**config.mk**
```make
export PLATFORM = sky130hd
export DESIGN_NAME = rc4_stream_cipher
export DESIGN_NICKNAME = d
export VERILOG_FILES = /design/src/rtl/rc4_stream_cipher.sv
export SDC_FILE = /design/constraint.sdc
export NUM_CORES = 1
export LEC_CHECK = 0
export CORE_MARGIN = 8
export CORE_UTILIZATION = 45
export DETAILED_ROUTE_END_ITERATION = 6
export HOLD_SLACK_MARGIN = 0.06
export PLACE_DENSITY_LB_ADDON = 0.1
export SYNTH_ARGS = -nofsm -noshare
export SYNTH_HDL_FRONTEND = slang
export SYNTH_SLANG_ARGS = --single-unit
```
**constraint.sdc**
```tcl
create_clock -name clk -period 7.75 [get_ports clk]
set_input_delay 1.1625 -clock clk [delete_from_list [all_inputs] [get_ports clk]]
set_output_delay 1.1625 -clock clk [all_outputs]
set_load 0.01 [all_outputs]
```
**src/rtl/rc4_stream_cipher.sv**
```systemverilog
// Keystream consumer: latches key, runs one core block, XORs a byte stream against it.
// Latency: 1 clk din->dout once the keystream block is captured; 1 byte/clk sustained.
// Backpressure: din_ready drops while a held dout byte is not taken or the block is spent.
module rc4_stream_cipher #(
    parameter int NUMS_OF_BYTES = 16
) (
    input  logic                       clk,
    input  logic                       rst_n,
    input  logic                       cfg_start,
    input  logic [NUMS_OF_BYTES*8-1:0] cfg_key,
    input  logic [7:0]                 cfg_key_length,
    input  logic [7:0]                 cfg_msg_len,
    output logic                       core_start,
    output logic [NUMS_OF_BYTES*8-1:0] core_key,
    output logic [7:0]                 core_key_length,
    input  logic [NUMS_OF_BYTES*8-1:0] core_data,
    input  logic                       core_done,
    input  logic                       din_valid,
    output logic                       din_ready,
    input  logic [7:0]                 din_data,
    output logic                       dout_valid,
    input  logic                       dout_ready,
    output logic [7:0]                 dout_data,
    output logic                       busy,
    output logic                       done,
    output logic                       err
);

    localparam logic [7:0] NB = 8'(NUMS_OF_BYTES);

    typedef enum logic [1:0] {
        ST_IDLE,
        ST_REQ,
        ST_WAIT,
        ST_STREAM
    } state_t;

    state_t                     state_q;
    logic                       core_start_q;
    logic [NUMS_OF_BYTES*8-1:0] core_key_q;
    logic [7:0]                 core_key_length_q;
    logic [NUMS_OF_BYTES*8-1:0] ks_q;
    logic [7:0]                 len_q;
    logic [7:0]                 idx_q;
    logic                       core_done_q;
    logic                       dout_valid_q;
    logic [7:0]                 dout_data_q;
    logic                       done_q;
    logic                       err_q;

    logic [7:0] ks_byte;
    logic       din_accept;

    always_comb begin
        ks_byte = 8'h00;
        for (int k = 0; k < NUMS_OF_BYTES; k++) begin
            if (idx_q == 8'(k)) begin
                ks_byte = ks_q[k*8 +: 8];
            end
        end
    end

    assign din_ready  = (state_q == ST_STREAM) && (idx_q < len_q) && (!dout_valid_q || dout_ready);
    assign din_accept = din_valid && din_ready;

    always_ff @(posedge clk) begin
        if (!rst_n) begin
            state_q           <= ST_IDLE;
            core_start_q      <= 1'b0;
            core_key_q        <= '0;
            core_key_length_q <= 8'h00;
            ks_q              <= '0;
            len_q             <= 8'h00;
            idx_q             <= 8'h00;
            core_done_q       <= 1'b0;
            dout_valid_q      <= 1'b0;
            dout_data_q       <= 8'h00;
            done_q            <= 1'b0;
            err_q             <= 1'b0;
        end else begin
            // Tracking core_done every cycle means a level already high on entering WAIT is no edge.
            core_done_q <= core_done;
            done_q      <= 1'b0;
            case (state_q)
                ST_IDLE: begin
                    if (cfg_start) begin
                        core_key_q        <= cfg_key;
                        core_key_length_q <= cfg_key_length;
                        len_q             <= (cfg_msg_len > NB) ? NB : cfg_msg_len;
                        err_q             <= (cfg_msg_len > NB);
                        state_q           <= ST_REQ;
                    end
                end
                ST_REQ: begin
                    core_start_q <= 1'b1;
                    state_q      <= ST_WAIT;
                end
                ST_WAIT: begin
                    if (core_done && !core_done_q) begin
                        ks_q         <= core_data;
                        core_start_q <= 1'b0;
                        idx_q        <= 8'h00;
                        state_q      <= ST_STREAM;
                    end
                end
                ST_STREAM: begin
                    if (din_accept) begin
                        dout_data_q  <= din_data ^ ks_byte;
                        dout_valid_q <= 1'b1;
                        idx_q        <= idx_q + 8'd1;
                    end else if (dout_valid_q && dout_ready) begin
                        dout_valid_q <= 1'b0;
                    end
                    if ((idx_q == len_q) && !dout_valid_q) begin
                        done_q  <= 1'b1;
                        state_q <= ST_IDLE;
                    end
                end
                default: state_q <= ST_IDLE;
            endcase
        end
    end

    assign core_start      = core_start_q;
    assign core_key        = core_key_q;
    assign core_key_length = core_key_length_q;
    assign dout_valid      = dout_valid_q;
    assign dout_data       = dout_data_q;
    assign busy            = (state_q != ST_IDLE);
    assign done            = done_q;
    assign err             = err_q;

endmodule

```
==> metrics, run 1 <==
outcome finished clean; Net Count, Synth 1914; Clock transition at path regs 60 ps; synthesis-to-finish area growth 45.3%; vias post-DR 12700; worst skew pair latency 560 ps; CTS Root Cell clkbuf_16; Post-Route WL 45.8 mm; Fillers 2322; RSZ-0062 raised after global routing no; Avg Vias per Cell 5.44; Yosys reg bits 295; CP max stage cell clkdlybuf4s50_1; synth unique cells 67; worst path bufs/invs 2; die width 181 um; worst setup margin 3690 ps; Commonest cells post-synth nand2_1, dfxtp_1, a21oi_1; Worst path max stage delay 560 ps; delay-heaviest family, CP buffers and inverters; Post-DRT Antenna Nets 0; drt first-iter violations 1340; Max-cap violations 0; first-pass GRT wire length 70.0 mm; largest area contributor in the netlist dfxtp_1; Post-CTS Repair Setup Buffers 0; Final Net Count 2273; most frequent cell after synthesis nand2_1; Worst setup EP type output pin; # rows 60; Worst setup SP type primary input; critical path required time 6590 ps; Post-synth EDFFs 0; hold path depth 2; hold buffers post-CTS 0; relative slew slack 16.8%; final number of setup-violating endpoints 0; Worst-Margin Slew 1240 ps; critical path data arrival time 2900 ps; full die area 32700 um2; CTS H-tree depth 1; Final Critical Period 4060 ps; R2R Path End dout_data[0]; vias in the first global route 12100; GRT overflow 0; Hold Path Origin core_key[116]; Synth top area share 48.3%; WHS Endpoint core_key[116]; setup_tns 0 ps; Post-Syn Area per Cell 7.59 um2; clock skew after layout 14.1 ps; Die H 181 um; io pins 436; PostCTS Resize Cnt 0; Overall Global Routing Usage 26.5%; Top FF cell, synth dfxtp_1; maximum vdd drop 0.194 mV; drt drc 0; R2R Path Start idx_q[0]; Hold Crit Class register to register; Core ar. 26800 um2; Fin. Hold Viols 0; pin count of the biggest net entering global routing 182; Routed WL per cell 19.6 um; gpl congestion 0.875; Setup WS pre-CTS 3570 ps; Crit Path Class primary input to output pin; IO Port Bufs 435; Max Buffers Root-to-Sink 3; Synth Cell Area 12200 um2; Placed Cells 2278; Ys Warns 0; register area share after synthesis 48.3%; Initial Utilization 45.6%; fraction of layout cells with a size suffix above 1 3.92%; CTS tree yes; R2R Setup Slk 4080 ps; final period utilization 52.4%; CTS sink cnt 295; static leakage 6.30 nW; cell breakdown of the critical path clkdlybuf4s50_1 -> nor2b_1 -> a2111oi_0 -> nor2b_1 -> clkdlybuf4s50_1; hpwl dp 32.8 mm; TritonCTS Buffers 31; Final Instance Count excl. Fillers 2340; Pre-antenna DRT Iters 6; Final Slew Violations 0; antenna violations before repair 12; Worst Reg2Reg Path Length in Cells 10; Post-Syn Instances 1611; CP max FO 2; Max Clock Freq 0.246 GHz; Async SR Flop Fraction 0%; Pwr per Cell Area 248 nW/um2; final hold slack 452 ps; Synth area leaders dfxtp_1, nand2_1, a21oi_1, clkbuf_1, ha_1
how the worst max path moves through the flow:
stage / start / end / slack [ps] / cells past startpoint
detailed placement: rst_n / len_q[0] / 3570 / 4
CTS: dout_ready / din_ready / 3680 / 5
global route: dout_ready / din_ready / 3560 / 5
floorplan: dout_ready / din_ready / 4720 / 3
finish: dout_ready / din_ready / 3690 / 5
global placement: rst_n / len_q[3] / 3610 / 4
layout make-up:
type	count	area, um2	area share, %
antenna	8	20.0	0.113
clock buffer	45	918	5.17
clock inverter	9	153	0.860
inverter	25	101	0.571
multi-input combinational	1172	5800	32.7
sequential	295	5910	33.3
tap	341	427	2.40
timing repair buffer	445	4430	24.9
layer usage:
| metal | vias to the layer above | part of all wire (%) | GRT usage, % |
|---|---|---|---|
| li1 | 6175 | - | - |
| met1 | 5840 | 40 | 33.3 |
| met2 | 600 | 47 | 43.3 |
| met3 | 97 | 9.5 | 6.70 |
| met4 | 10 | 3.5 | 9.66 |
| met5 | - | 0.12 | 0 |
worst min-delay path: stages (launching register included):
cell     delay, ps
dfxtp_1        300
nand2_1         50
a21oi_1         50
state kept, by name (all words and copies together) (netlist names):
register,cells
core_key,128
core_start,1
ks_q,128
len_q,8
core_key_length,8
err,1
done,1
dout_valid,1
state_q,2
idx_q,8
core_done_q,1
dout_data,8
placed cells by master, fill, tap and decap left out, types with 4 or more instances in the layout:
cell type	count
clkbuf_8	9
o21ai_0	19
a221o_1	4
clkdlybuf4s50_1	435
dfxtp_1	295
or4_1	6
nor3_1	22
ha_1	17
a2111oi_0	5
a22oi_1	9
nor4_1	7
nand2_1	566
inv_1	23
bufinv_16	4
and3_1	13
diode_2	8
a221oi_1	8
nor2b_1	8
nand3b_1	4
a22o_1	4
clkbuf_16	31
o221ai_1	4
nand2b_1	7
nand3_1	25
or3_1	6
nand4_1	12
and4_1	4
o211ai_1	14
o22ai_1	7
a211oi_1	13
a31oi_1	5
nor2_1	36
a21oi_1	287
buf_4	10
xor2_1	6
clkbuf_1	5
power by group:
part / internal, W / switching [W]
logic: 0.000488 / 0.000583
registers: 0.00169 / 0.0000902
clock network: 0.000947 / 0.000604
kinds of logic after synthesis:
group	Yosys count	share of synthesized area, %
AOI/OAI and AO/OA	410	19.4
adders and majority gates	17	1.74
DFF	295	48.3
xor gates and xnor gates	8	0.573
muxes	5	0.430
buffers and inverters	144	4.44
and+or+nand+nor	732	25.1
metrics by stage:
stage                     utilization [%]  cell area [um2]  total power (W)
after detailed placement             62.2            16700          0.00288
after floorplan                         -            12200          0.00233
after CTS                            66.2            17700          0.00442
final                                66.3            17800          0.00440
after global routing                 66.2            17800          0.00461
after global placement               62.2            16700          0.00286
Power figures use the tool's default switching activity.
==> run 2, diff against run 1 <==
- clock period: 7.75 -> 4.2 ns (I/O delays scaled with it)
==> run 2 against run 1 <==
Non-clock buffer count grew 11. Worst hold slack worse by 1.0 ps. Sequential share of layout area is 0.17 points lower. Wire length is 0.54% lower. Cell count up 0.47%. Largest power group unchanged.
==> metrics, run 2 (synthesis gave the netlist of run 1 again) <==
Fin. Hold Viols 0 (unchanged); worst path bufs/invs 1 (-1); Worst path max stage delay 760 ps (+200 ps); Worst Reg2Reg Path Length in Cells 6 (-4); Final Util 66.6% (+0.35 points); Crit Path Class register to output pin; vias in the first global route 11800 (-1.9%); TritonCTS Buffers 31 (unchanged); switching part of the total power 29.4% (+0.37 points); worst setup margin 746 ps (-2940 ps); drt drc 0 (unchanged); pin count of the biggest net entering global routing 97 (-47%); Clock transition at path regs 60 ps (about the same); clock group share of total power 34.5% (-0.7 points); Final Net Count 2284 (+0.48%); CTS Root Cell clkbuf_16; final number of setup-violating endpoints 0 (unchanged); Routed WL per cell 19.4 um (-1.0%); GRT overflow 0 (unchanged); drt first-iter violations 1009 (-25%); Initial Utilization 45.6% (unchanged); R2R Path Start idx_q[7]; final hold slack 451 ps (-1.00 ps); Setup WS pre-CTS 1050 ps (-2520 ps); Flop pwr share 40.8% (+0.4 points); R2R Path End dout_data[6]; worst skew pair latency 570 ps (about the same); CTS sink cnt 295 (unchanged); P_int 0.00571 W (+83%); Core ar. 26800 um2 (unchanged); maximum vdd drop 0.380 mV (+96%); clock skew after layout 24.8 ps (+10.6 ps); commonest non-fill, non-tap cells in the layout nand2_1, clkdlybuf4s50_1, dfxtp_1, a21oi_1, nor2_1; # rows 60 (unchanged); critical path required time 3570 ps (-3020 ps); Post-CTS Repair Setup Buffers 0 (unchanged); finished layout cell area 17800 um2 (+0.52%); hold path depth 2 (unchanged); outcome finished clean; Pwr per Cell Area 453 nW/um2 (+83%); synthesis-to-finish area growth 46.0%; Final Slew Violations 0 (unchanged); Hold Path Origin core_key[118]; relative slew slack 39.5% (+23 points); first-pass GRT wire length 69.3 mm (-1.1%); CP max stage cell dfxtp_1; hold buffers post-CTS 0 (unchanged); critical path data arrival time 2820 ps (-80 ps); Final Critical Period 3450 ps; io pins 436 (unchanged); final period utilization 82.2%; R2R Setup Slk 1010 ps (-3070 ps); Worst setup EP type output pin; IO Port Bufs 435 (unchanged); CTS H-tree depth 1 (unchanged); CP max FO 20 (+18); Post-Route WL 45.5 mm (-0.54%); Max Clock Freq 0.289 GHz; vias post-DR 12600 (-1.2%); CTS tree yes; cell breakdown of the critical path ha_1 -> o21a_1 -> o31ai_1 -> a21oi_1 -> nor2b_1 -> clkdlybuf4s50_1; Post-DRT Antenna Nets 0 (unchanged); PostCTS Resize Cnt 0 (unchanged); fraction of layout cells with a size suffix above 1 4.49% (+0.57 points); most common cell after layout, fill and taps aside nand2_1; hpwl dp 34.2 mm (+4.5%); die width 181 um (unchanged); Worst-Margin Slew 905 ps (-340 ps); delay-heaviest family, CP flip-flops; antenna violations before repair 7 (-5); Die H 181 um (unchanged); Avg Vias per Cell 5.34 (-1.7%); Max-cap violations 0 (unchanged); static leakage 6.35 nW (+0.79%); Hold Crit Class register to register; Worst setup SP type register; combinational power share 24.7% (+0.4 points); Overall Global Routing Usage 26.2% (-0.28 points); Pre-antenna DRT Iters 5 (-1); full die area 32700 um2 (unchanged); gpl congestion 0.955 (+9.1%); net load switching power 0.00237 W (+86%); placed instance area 16800 um2 (+0.80%); WHS Endpoint core_key[118]; setup_tns 0 ps (unchanged); RSZ-0062 raised after global routing no; Max Buffers Root-to-Sink 3 (unchanged)
[run 2: worst max path at each step]
stage | start | end | slack (ps) | cells after the start
floorplan | idx_q[0] | dout_data[0] | 1460 | 10
global placement | idx_q[0] | dout_data[0] | 1140 | 9
detailed placement | idx_q[0] | dout_data[0] | 1050 | 9
CTS | idx_q[2] | din_ready | 760 | 6
global route | idx_q[2] | din_ready | 550 | 6
finish | idx_q[2] | din_ready | 750 | 6
[run 2: worst register-to-register path, stage by stage (launching register included)]
cell	delay [ps]
dfxtp_1	390
or4_1	910
nor3_2	630
a221oi_1	210
nor4_1	610
o21ai_0	190
a31oi_1	170
[run 2: area by class of cell]
cell class	instances	area, um2
diodes	6	15.0
clock buffers	41	853
multi-input cells	1172	5800
repair buffers	456	4560
clock inverters	15	183
flip-flops and latches	295	5910
inverters	25	101
fillers	2367	8950
well taps	341	427
[run 2: power groups by stage]
stage          registers [W]  clock network, W  logic [W]
6_report             0.00330           0.00279    0.00200
5_1_grt              0.00333           0.00295    0.00219
4_1_cts              0.00329           0.00284    0.00202
3_5_place_dp         0.00335                 0    0.00201
3_3_place_gp         0.00334                 0    0.00199
2_1_floorplan        0.00342                 0   0.000880
[run 2: per-layer routing]
layer	wire [um]	vias to the layer above	GRT usage (%)
met4	1260	2	8.23
met5	13	-	0
met3	3680	83	6.84
met1	19300	5762	33.3
met2	21300	507	42.9
li1	-	6209	-
[run 2: stage by stage]
step / total power (W) / cells
2_1_floorplan: 0.00430 / 1611
3_3_place_gp: 0.00533 / 2289
3_5_place_dp: 0.00536 / 2289
4_1_cts: 0.00815 / 2345
5_1_grt: 0.00847 / 2351
6_report: 0.00808 / 2351
==> run 3, diff against run 2 <==
- clock period: 4.2 -> 3.2 ns (I/O delays scaled with it)
==> run 3 against run 2 <==
Worst hold slack barely moved. Critical path depth did not move. Clock-buffer cell count fell by 5. Sequential share of layout area fell by 0.35 points. Cell area rose by 1.1%. Largest cell class unchanged. Cell count rose by 0.64%.
==> metrics, run 3 (synthesis gave the netlist of run 1 again) <==
CTS H-tree depth 1 (unchanged); setup_tns 0 ps (unchanged); Pwr per Cell Area 594 nW/um2 (+31%); gr busiest metal met2; Fin. Hold Viols 0 (unchanged); R2R Setup Slk 240 ps (-770 ps); drt drc 0 (unchanged); clock skew after layout 13.0 ps (-11.8 ps); final number of setup-violating endpoints 0 (unchanged); Routed WL per cell 19.4 um (about the same); Max Clock Freq 0.330 GHz; CP max stage cell clkdlybuf4s50_1; worst skew pair latency 550 ps (-20 ps); hpwl dp 34.7 mm (+1.5%); Worst Reg2Reg Path Length in Cells 10 (+4); critical path data arrival time 2550 ps (-270 ps); Core ar. 26800 um2 (unchanged); met3 Use GR 7.72% (+0.88 points); grt met1 use 33.4% (+0.16 points); Crit Path Class register to output pin; final period utilization 94.6%; full die area 32700 um2 (unchanged); synthesis-to-finish area growth 47.6%; critical path required time 2720 ps (-850 ps); IO Port Bufs 435 (unchanged); Overall Global Routing Usage 26.6% (+0.44 points); cell breakdown of the critical path ha_1 -> o21a_1 -> o211ai_1 -> a21oi_1 -> nor2b_1 -> clkdlybuf4s50_1; antenna violations before repair 9 (+2); WHS Endpoint core_key[62]; Die H 181 um (unchanged); RSZ-0062 raised after global routing no; fraction of layout cells with a size suffix above 1 5.40% (+0.91 points); most common cell after layout, fill and taps aside nand2_1; Max-cap violations 0 (unchanged); Post-CTS Repair Setup Buffers 0 (unchanged); Worst path max stage delay 570 ps (-190 ps); pin count of the biggest net entering global routing 142 (+46%); finished layout cell area 18000 um2 (+1.1%); Max Buffers Root-to-Sink 3 (unchanged); io pins 436 (unchanged); first-pass GRT wire length 70.4 mm (+1.7%); TritonCTS Buffers 31 (unchanged); Initial Utilization 45.6% (unchanged); gpl congestion 0.936 (-2.0%); die width 181 um (unchanged); Worst setup SP type register; Final Net Count 2297 (+0.57%); CTS tree yes; Clock transition at path regs 60 ps (about the same); commonest non-fill, non-tap cells in the layout nand2_1, clkdlybuf4s50_1, dfxtp_1, a21oi_1, nor2_1; CTS Root Cell clkbuf_16; CTS sink cnt 295 (unchanged); maximum vdd drop 0.466 mV (+23%); R2R Path End dout_data[2]; drt first-iter violations 1099 (+8.9%); worst path bufs/invs 1 (unchanged); Worst setup EP type output pin; Post-DRT Antenna Nets 0 (unchanged); Avg Vias per Cell 5.35 (about the same); delay-heaviest family, CP buffers and inverters; Pre-antenna DRT Iters 5 (unchanged); placed instance area 16900 um2 (+0.80%); relative slew slack 51.6% (+12 points); hold path depth 2 (unchanged); # rows 60 (unchanged); vias post-DR 12700 (+0.71%); Post-Route WL 45.8 mm (+0.56%); CP max FO 8 (-60%); static leakage 6.44 nW (+1.5%); outcome finished clean; GRT overflow 0 (unchanged); vias in the first global route 12100 (+2.3%); GRT met2 Usage 43.6% (+0.70 points); Worst-Margin Slew 707 ps (-198 ps); Final Critical Period 3030 ps; Fillers 2289 (-3.3%); Hold Crit Class register to register; R2R Path Start idx_q[0]; Hold Path Origin core_key[62]; Final Slew Violations 0 (unchanged)
-- run 3: changes by cell type in the layout (fill, tap and decap cells not counted), sizes merged --
cell,change
inv,+1
clkinvlp,+2
clkinv,+2
clkbuf,-5
bufinv,+1
buf,+13
diode,+1
-- run 3: through the flow --
| step | total power, W | utilization (%) | std cells | setup slack [ps] | hold slack [ps] |
|---|---|---|---|---|---|
| floorplan | 0.00565 | - | 1611 | 455 | 430 |
| global placement | 0.00702 | 63.2 | 2302 | 400 | 440 |
| detailed placement | 0.00707 | 63.2 | 2302 | 316 | 445 |
| CTS | 0.0108 | 67.2 | 2359 | 89.5 | 454 |
| global route | 0.0113 | 67.3 | 2365 | 12.4 | 464 |
| finish | 0.0107 | 67.3 | 2366 | 172 | 451 |
-- run 3: repair_timing --
action	4_1_cts	5_1_grt
gates resized for setup	0	3
setup endpoints to repair	0	2
hold endpoints to repair	0	0
hold buffers	0	0
-- run 3: worst max-delay path by stage --
stage	start	end	slack [ps]	cells past startpoint
after global routing	idx_q[1]	din_ready	10	6
after floorplan	idx_q[0]	dout_data[0]	460	10
after CTS	idx_q[7]	din_ready	90	5
final	idx_q[4]	din_ready	170	6
after detailed placement	idx_q[0]	dout_data[6]	320	10
after global placement	idx_q[0]	dout_data[6]	400	10
-- run 3: final cells by class --
type | instances | area, um2 | area share (%)
Multi-Input combinational cell | 1172 | 5810 | 32.2
Inverter | 25 | 101 | 0.562
Antenna cell | 7 | 17.5 | 0.0971
Clock inverter | 21 | 254 | 1.41
Timing Repair Buffer | 469 | 4700 | 26.1
Clock buffer | 36 | 825 | 4.57
Sequential cell | 295 | 5910 | 32.7
Tap cell | 341 | 427 | 2.36
-- run 3: where the power goes --
part / switching (W) / total (W) / internal (W)
registers: 0.000239 / 0.00433 / 0.00409
logic: 0.00141 / 0.00265 / 0.00124
clock network: 0.00148 / 0.00373 / 0.00225
total: 0.00312 / 0.0107 / 0.00759
-- run 3: layer usage --
metal / vias up / share of wire, %
li1: 6228 / -
met1: 5823 / 41
met2: 516 / 47
met3: 79 / 8.9
met4: 6 / 2.8
met5: - / 0.087
-- run 3: worst min-delay path, stage by stage (launching register included) --
cell	delay [ps]
dfxtp_1	300
nand2_1	50
a21oi_1	50
